### src/rtl/dht_pkg.sv
// Shared types and width helpers for the distinct history tracker.
// Contents:
//   dht_mode_e  - history policy (adjacent-dedup shift or MRU move-to-front)
//   dht_state_e - control FSM states
//   idx_width() / cnt_width() - index and occupancy widths for a given depth
package dht_pkg;

  typedef enum logic {
    MODE_CHANGE = 1'b0,
    MODE_MRU    = 1'b1
  } dht_mode_e;

  typedef enum logic [1:0] {
    ST_IDLE   = 2'd0,
    ST_RUN    = 2'd1,
    ST_FROZEN = 2'd2
  } dht_state_e;

  localparam int DHT_MIN_DEPTH = 2;
  localparam int DHT_MAX_DEPTH = 16;

  function automatic int idx_width(input int depth);
    return (depth > 1) ? $clog2(depth) : 1;
  endfunction

  // Occupancy must represent DEPTH itself, hence one extra bit.
  function automatic int cnt_width(input int depth);
    return $clog2(depth) + 1;
  endfunction

endpackage

### src/rtl/distinct_history_tracker_match.sv
// hist_match_encoder: compares a sample against every valid history entry
// and reports the lowest matching index.
// Ports:
//   entries_in - flattened entries, entry i at [i*DATA_W +: DATA_W]
//   valid_in   - per-entry valid flags
//   data_in    - sample to compare
//   hit_out    - at least one valid entry equals data_in
//   idx_out    - lowest matching index, 0 when there is no hit
module hist_match_encoder
  import dht_pkg::*;
#(
  parameter int DATA_W = 8,
  parameter int DEPTH  = 4
) (
  input  logic [DEPTH*DATA_W-1:0]      entries_in,
  input  logic [DEPTH-1:0]             valid_in,
  input  logic [DATA_W-1:0]            data_in,
  output logic                         hit_out,
  output logic [idx_width(DEPTH)-1:0]  idx_out
);

  localparam int IDX_W = idx_width(DEPTH);

  // Scanning from the top down lets the lowest match overwrite higher ones.
  always_comb begin
    hit_out = 1'b0;
    idx_out = '0;
    for (int i = DEPTH - 1; i >= 0; i--) begin
      if (valid_in[i] && (entries_in[i*DATA_W +: DATA_W] == data_in)) begin
        hit_out = 1'b1;
        idx_out = IDX_W'(i);
      end
    end
  end

endmodule

### src/rtl/distinct_history_tracker.sv
// distinct_history_tracker: keeps the DEPTH most recent distinct samples of
// a data stream, newest in entry 0.
//   MODE 0 (CHANGE): push whenever the sample differs from entry 0.
//   MODE 1 (MRU)   : entries are unique; a repeated value moves to the front.
// Ports:
//   clk_in, reset_in  - clock and asynchronous active-high reset
//   data_in, in_valid - sample and its qualifier
//   clear_in          - synchronous history clear (wins over freeze)
//   freeze_in         - hold the history; hit reporting continues
//   hist_data/valid   - flattened entries and thermometer valid flags
//   count_out         - number of valid entries
//   hit_out, hit_idx  - registered match report for each accepted sample
//   update_out        - pulse when entries or valid flags changed
//   upd_cnt_out       - saturating count of update pulses
module distinct_history_tracker
  import dht_pkg::*;
#(
  parameter int DATA_W = 8,
  parameter int DEPTH  = 4,
  parameter int MODE   = 0,
  parameter int CNT_W  = 16
) (
  input  logic                      clk_in,
  input  logic                      reset_in,
  input  logic [DATA_W-1:0]         data_in,
  input  logic                      in_valid,
  input  logic                      clear_in,
  input  logic                      freeze_in,
  output logic [DEPTH*DATA_W-1:0]   hist_data,
  output logic [DEPTH-1:0]          hist_valid,
  output logic [$clog2(DEPTH):0]    count_out,
  output logic                      hit_out,
  output logic [$clog2(DEPTH)-1:0]  hit_idx,
  output logic                      update_out,
  output logic [CNT_W-1:0]          upd_cnt_out
);

  localparam int IDX_W     = idx_width(DEPTH);
  localparam int CNT_OUT_W = cnt_width(DEPTH);
  localparam bit IS_MRU    = (MODE == int'(MODE_MRU));
  localparam logic [CNT_OUT_W-1:0] FULL    = CNT_OUT_W'(DEPTH);
  localparam logic [CNT_W-1:0]     UPD_MAX = '1;

  typedef logic [DEPTH-1:0][DATA_W-1:0] hist_t;

  dht_state_e             state_q, state_d;
  hist_t                  entries_q, entries_d;
  logic [DEPTH-1:0]       valid_q, valid_d;
  logic [CNT_OUT_W-1:0]   count_q, count_d;
  logic                   hit_q, hit_d;
  logic [IDX_W-1:0]       idx_q, idx_d;
  logic                   upd_q, upd_d;
  logic [CNT_W-1:0]       upd_cnt_q, upd_cnt_d;

  logic                   match_hit;
  logic [IDX_W-1:0]       match_idx;
  logic                   active;
  logic                   accept;
  logic                   push;

  hist_match_encoder #(
    .DATA_W (DATA_W),
    .DEPTH  (DEPTH)
  ) u_match (
    .entries_in (entries_q),
    .valid_in   (valid_q),
    .data_in    (data_in),
    .hit_out    (match_hit),
    .idx_out    (match_idx)
  );

  always_comb begin
    state_d = state_q;
    case (state_q)
      ST_IDLE:   state_d = ST_RUN;
      ST_RUN:    if (freeze_in) state_d = ST_FROZEN;
      ST_FROZEN: if (!freeze_in) state_d = ST_RUN;
      default:   state_d = ST_IDLE;
    endcase
  end

  always_comb begin
    active    = (state_q != ST_IDLE);
    accept    = active && in_valid;
    push      = 1'b0;
    entries_d = entries_q;
    valid_d   = valid_q;
    count_d   = count_q;
    hit_d     = 1'b0;
    idx_d     = '0;

    // A sample written by a clear starts a fresh history, so it never hits.
    if (accept && !clear_in) begin
      hit_d = match_hit;
      idx_d = match_idx;
    end

    if (active && clear_in) begin
      entries_d = '0;
      valid_d   = '0;
      count_d   = '0;
      if (accept) begin
        entries_d[0] = data_in;
        valid_d[0]   = 1'b1;
        count_d      = CNT_OUT_W'(1);
      end
    end else if (accept && !freeze_in) begin
      if (IS_MRU) push = !match_hit;
      else        push = (count_q == '0) || (data_in != entries_q[0]);

      if (push) begin
        entries_d = {entries_q[DEPTH-2:0], data_in};
        valid_d   = {valid_q[DEPTH-2:0], 1'b1};
        if (count_q != FULL) count_d = count_q + CNT_OUT_W'(1);
      end else if (IS_MRU && (match_idx != '0)) begin
        // Move-to-front: only entries below the match shift down.
        for (int i = 1; i < DEPTH; i++) begin
          if (i <= int'(match_idx)) entries_d[i] = entries_q[i-1];
        end
        entries_d[0] = data_in;
      end
    end

    // Comparing next against current covers the corner cases (clear of an
    // empty history, clear rewriting the same single entry) uniformly.
    upd_d     = (entries_d != entries_q) || (valid_d != valid_q);
    upd_cnt_d = upd_cnt_q;
    if (upd_d && (upd_cnt_q != UPD_MAX)) upd_cnt_d = upd_cnt_q + CNT_W'(1);
  end

  always_ff @(posedge clk_in or posedge reset_in) begin
    if (reset_in) begin
      state_q   <= ST_IDLE;
      entries_q <= '0;
      valid_q   <= '0;
      count_q   <= '0;
      hit_q     <= 1'b0;
      idx_q     <= '0;
      upd_q     <= 1'b0;
      upd_cnt_q <= '0;
    end else begin
      state_q   <= state_d;
      entries_q <= entries_d;
      valid_q   <= valid_d;
      count_q   <= count_d;
      hit_q     <= hit_d;
      idx_q     <= idx_d;
      upd_q     <= upd_d;
      upd_cnt_q <= upd_cnt_d;
    end
  end

  assign hist_data   = entries_q;
  assign hist_valid  = valid_q;
  assign count_out   = count_q;
  assign hit_out     = hit_q;
  assign hit_idx     = idx_q;
  assign update_out  = upd_q;
  assign upd_cnt_out = upd_cnt_q;

endmodule
### config.mk
export PLATFORM = sky130hd
export DESIGN_NAME = distinct_history_tracker
export DESIGN_NICKNAME = d
export VERILOG_FILES = /design/src/rtl/dht_pkg.sv /design/src/rtl/distinct_history_tracker_match.sv /design/src/rtl/distinct_history_tracker.sv
export SDC_FILE = /design/constraint.sdc
export NUM_CORES = 1
export LEC_CHECK = 0
export CAP_MARGIN = 20
export CORE_MARGIN = 5
export CORE_UTILIZATION = 48
export DETAILED_ROUTE_END_ITERATION = 12
export PLACE_DENSITY = 0.74
export SKIP_CTS_REPAIR_TIMING = 1
export SYNTH_ARGS = -nofsm -noshare
export SYNTH_HDL_FRONTEND = slang
export SYNTH_SLANG_ARGS = --single-unit
export TNS_END_PERCENT = 100
### constraint.sdc
create_clock -name clk_in -period 3.5 [get_ports clk_in]
set_clock_uncertainty 0.1 [all_clocks]
set_input_delay 0.525 -clock clk_in [delete_from_list [all_inputs] [get_ports clk_in]]
set_output_delay 0.525 -clock clk_in [all_outputs]
set_load 0.01 [all_outputs]
==> flow_metrics.tcl <==
set metrics [dict create \
    antenna_found_initial 0 \
    hp-class "reg2reg" \
    grt_max_degree 36 \
    synth_cell_type_count 47 \
    cp_max_fo 9 \
    max_freq_mhz 327 \
    first_global_vias 3492 \
    die_w_um 99.3 \
    clk_pin_slew_ps 80 \
    routed_wl_mm 12.4 \
    setup_tns_ps 0 \
    dr.pass1.iters 5 \
    timing.final.ws_setup_ps 438 \
    clock_latency_ps 350 \
    io_pins 72 \
    ir_worst_vdd_mv 0.338 \
    die_h_um 99.3 \
    syn_nets 456 \
    antenna_left 0 \
    worstSetupEndpointType "register" \
    die_area_um2 9850 \
    ys_seq_elements 61 \
    grt_overflow 0 \
    power_density_nw_per_um2 694 \
    cts-root-buf "clkbuf_8" \
    remaining_drc_errors 0 \
    dpl.hpwl_mm 9.22 \
    leakage_nw 2.07 \
    drt-initial-drc-count 356 \
    min_period_ps 3060 \
    synthArstFlopShare_pct 100 \
    area_growth_pct 28.1 \
    grt_pass1_wl_mm 20.0 \
    core-area_um2 7730 \
    place_ws_ps 213 \
    status "finished clean" \
    rsz0062_at_grt "false" \
    initial_core_util_pct 49.5 \
    synthFlopType "dfrtp_1" \
    post-route-period-util_pct 87.5 \
    ys_warn_count 0 \
    vias_per_cell 5.92 \
    slew_viol_final 0 \
    crit_type "reg2reg" \
    gp_routability_congestion 1.01 \
    worstPathArrival_ps 3200 \
    cp-start-kind "register" \
    tightest_slew_ps 785 \
    required_ps 3640 \
    via_count 3627 \
    fillers 665 \
    max_slew_margin_pct 47.3 \
    io_buffers 71 \
    cts.path.max_buffers 2 \
    placementRows 32 \
    cts_made_buffers 9 \
    htreeDepth 3 \
    num-nets-final 522 \
    seq_area_um2 1530 \
    antenna_cells 0 \
    r2r_setup_slack_ps 440 \
    syn_area_um2 3820 \
    cts_tree "done" \
    finalSetupViolCount 0 \
    hold_viol 0 \
    synth_cells 440 \
    multi_input_area_um2 2060 \
    seq_area_frac_synth_pct 39.9 \
    cts.sinks 61 \
    synth-edff-count 0 \
    drive_above_1_share_pct 8.81 \
    synth_area_per_cell_um2 8.69 \
    wl_per_cell_um 20.3 \
    maxCapViolations 0 \
    track_usage_pct 25.9 \
]
==> area by class of cell <==
type / instances / share of cell area [%]
Multi-Input combinational cell: 320 / 42.0
Sequential cell: 61 / 31.2
Timing Repair Buffer: 88 / 17.4
Clock buffer: 10 / 2.61
Tap cell: 102 / 2.61
Clock inverter: 6 / 2.27
Inverter: 26 / 1.99
==> power by group <==
part / switching [mW] / total [mW] / internal, mW
Clock: 0.304 / 0.777 / 0.473
Sequential: 0.310 / 1.16 / 0.853
Combinational: 0.764 / 1.46 / 0.696
==> flip-flops by register name, summed over array words and instances (netlist names) <==
name / flops
update_out: 1
hit_out: 1
state_q: 2
hist_data: 32
hist_valid: 4
hit_idx: 2
count_out: 3
upd_cnt_out: 16
==> final timing paths <==
kind / from / end / depth (start not counted)
max: hist_data[14]$_DFF_PP0_ / upd_cnt_out[12]$_DFFE_PP0P_ / 8
min: upd_cnt_out[9]$_DFFE_PP0P_ / upd_cnt_out[9]$_DFFE_PP0P_ / 1
max reg2reg: hist_data[14]$_DFF_PP0_ / upd_cnt_out[12]$_DFFE_PP0P_ / 8
min reg2reg: upd_cnt_out[9]$_DFFE_PP0P_ / upd_cnt_out[9]$_DFFE_PP0P_ / 1
max in group asynchronous: reset_in / hit_idx[1]$_DFF_PP0_ / 3
min in group asynchronous: reset_in / hist_data[25]$_DFF_PP0_ / 2
==> synth_stat cells, drive strengths merged, types with 3 or more instances <==
| library cell | instances | share of area (%) |
|---|---|---|
| dfrtp | 61 | 40 |
| o211ai | 3 | 0.59 |
| nor2 | 63 | 6.2 |
| o22ai | 4 | 0.65 |
| buf | 12 | 1.7 |
| o2111ai | 4 | 0.92 |
| clkbuf | 21 | 2.1 |
| nor2b | 5 | 0.82 |
| o31ai | 4 | 1.1 |
| a22o | 7 | 1.6 |
| a31oi | 3 | 0.65 |
| xor2 | 15 | 3.4 |
| xnor2 | 32 | 7.9 |
| nand2 | 19 | 1.9 |
| o21ai | 14 | 1.8 |
| nand4 | 13 | 2.5 |
| and2 | 5 | 0.82 |
| a211oi | 4 | 0.79 |
| mux2i | 9 | 2.4 |
| nand3 | 12 | 1.7 |
| o221ai | 5 | 1.1 |
| inv | 26 | 2.6 |
| nand2b | 22 | 3.6 |
| nor4 | 14 | 2.5 |
| a21oi | 30 | 3.9 |
| nor3 | 7 | 0.92 |
| and3 | 4 | 0.65 |
| a31o | 3 | 0.69 |
| ha | 3 | 0.98 |
==> logic make-up (layout without fill, tap and decap cells) <==
group,count (synthesis),after routing,synth area share [%]
buffers and inverters,59,130,6.31
multiplexers,11,11,2.94
AND/OR/NAND/NOR,166,166,21.9
flip-flops,61,61,39.9
adder cells (fa/ha/maj),3,3,0.981
AO/OA/AOI/OAI,93,93,16.6
XOR/XNOR,47,47,11.4
==> placed cells by master, fill, tap and decap left out, drive strengths merged, types with 5 or more instances in the layout <==
master         netlist  routed
a21oi               30      30
a22o                 7       7
and2                 5       5
buf                 12      17
clkbuf              21      10
clkdlybuf4s50        0      71
dfrtp               61      61
inv                 26      26
mux2i                9       9
nand2               19      19
nand2b              22      22
nand3               12      12
nand4               13      13
nor2                63      63
nor2b                5       5
nor3                 7       7
nor4                14      14
o21ai               14      14
o221ai               5       5
xnor2               32      32
xor2                15      15
==> layer usage <==
| layer | global-route usage (%) | up-vias | share of wire, % |
|---|---|---|---|
| li1 | - | 1670 | - |
| met1 | 36.3 | 1737 | 45 |
| met2 | 39.8 | 196 | 45 |
| met3 | 5.33 | 24 | 7.9 |
| met4 | 8.82 | 0 | 2.2 |
| met5 | 0 | - | 0 |
==> metrics by stage <==
step | hold slack, ps | instances | power [mW] | utilization (%) | area [um2]
2_1_floorplan | 419 | 440 | 1.99 | - | 3820
3_3_place_gp | 378 | 597 | 2.61 | 60.3 | 4660
3_5_place_dp | 390 | 597 | 2.61 | 60.3 | 4660
4_1_cts | 399 | 613 | 3.39 | 63.4 | 4900
5_1_grt | 427 | 613 | 3.58 | 63.4 | 4900
6_report | 397 | 613 | 3.40 | 63.4 | 4900
==> worst max-delay path: stages (launching register included) <==
cell and delay, ps:
dfrtp_1 510, nor4_1 500, o2111ai_1 190, o32ai_1 310
nand4_1 150, nor4_2 330, nand4_2 310, nand4_1 200
mux2_1 340
(Power assumes the default switching activity.)
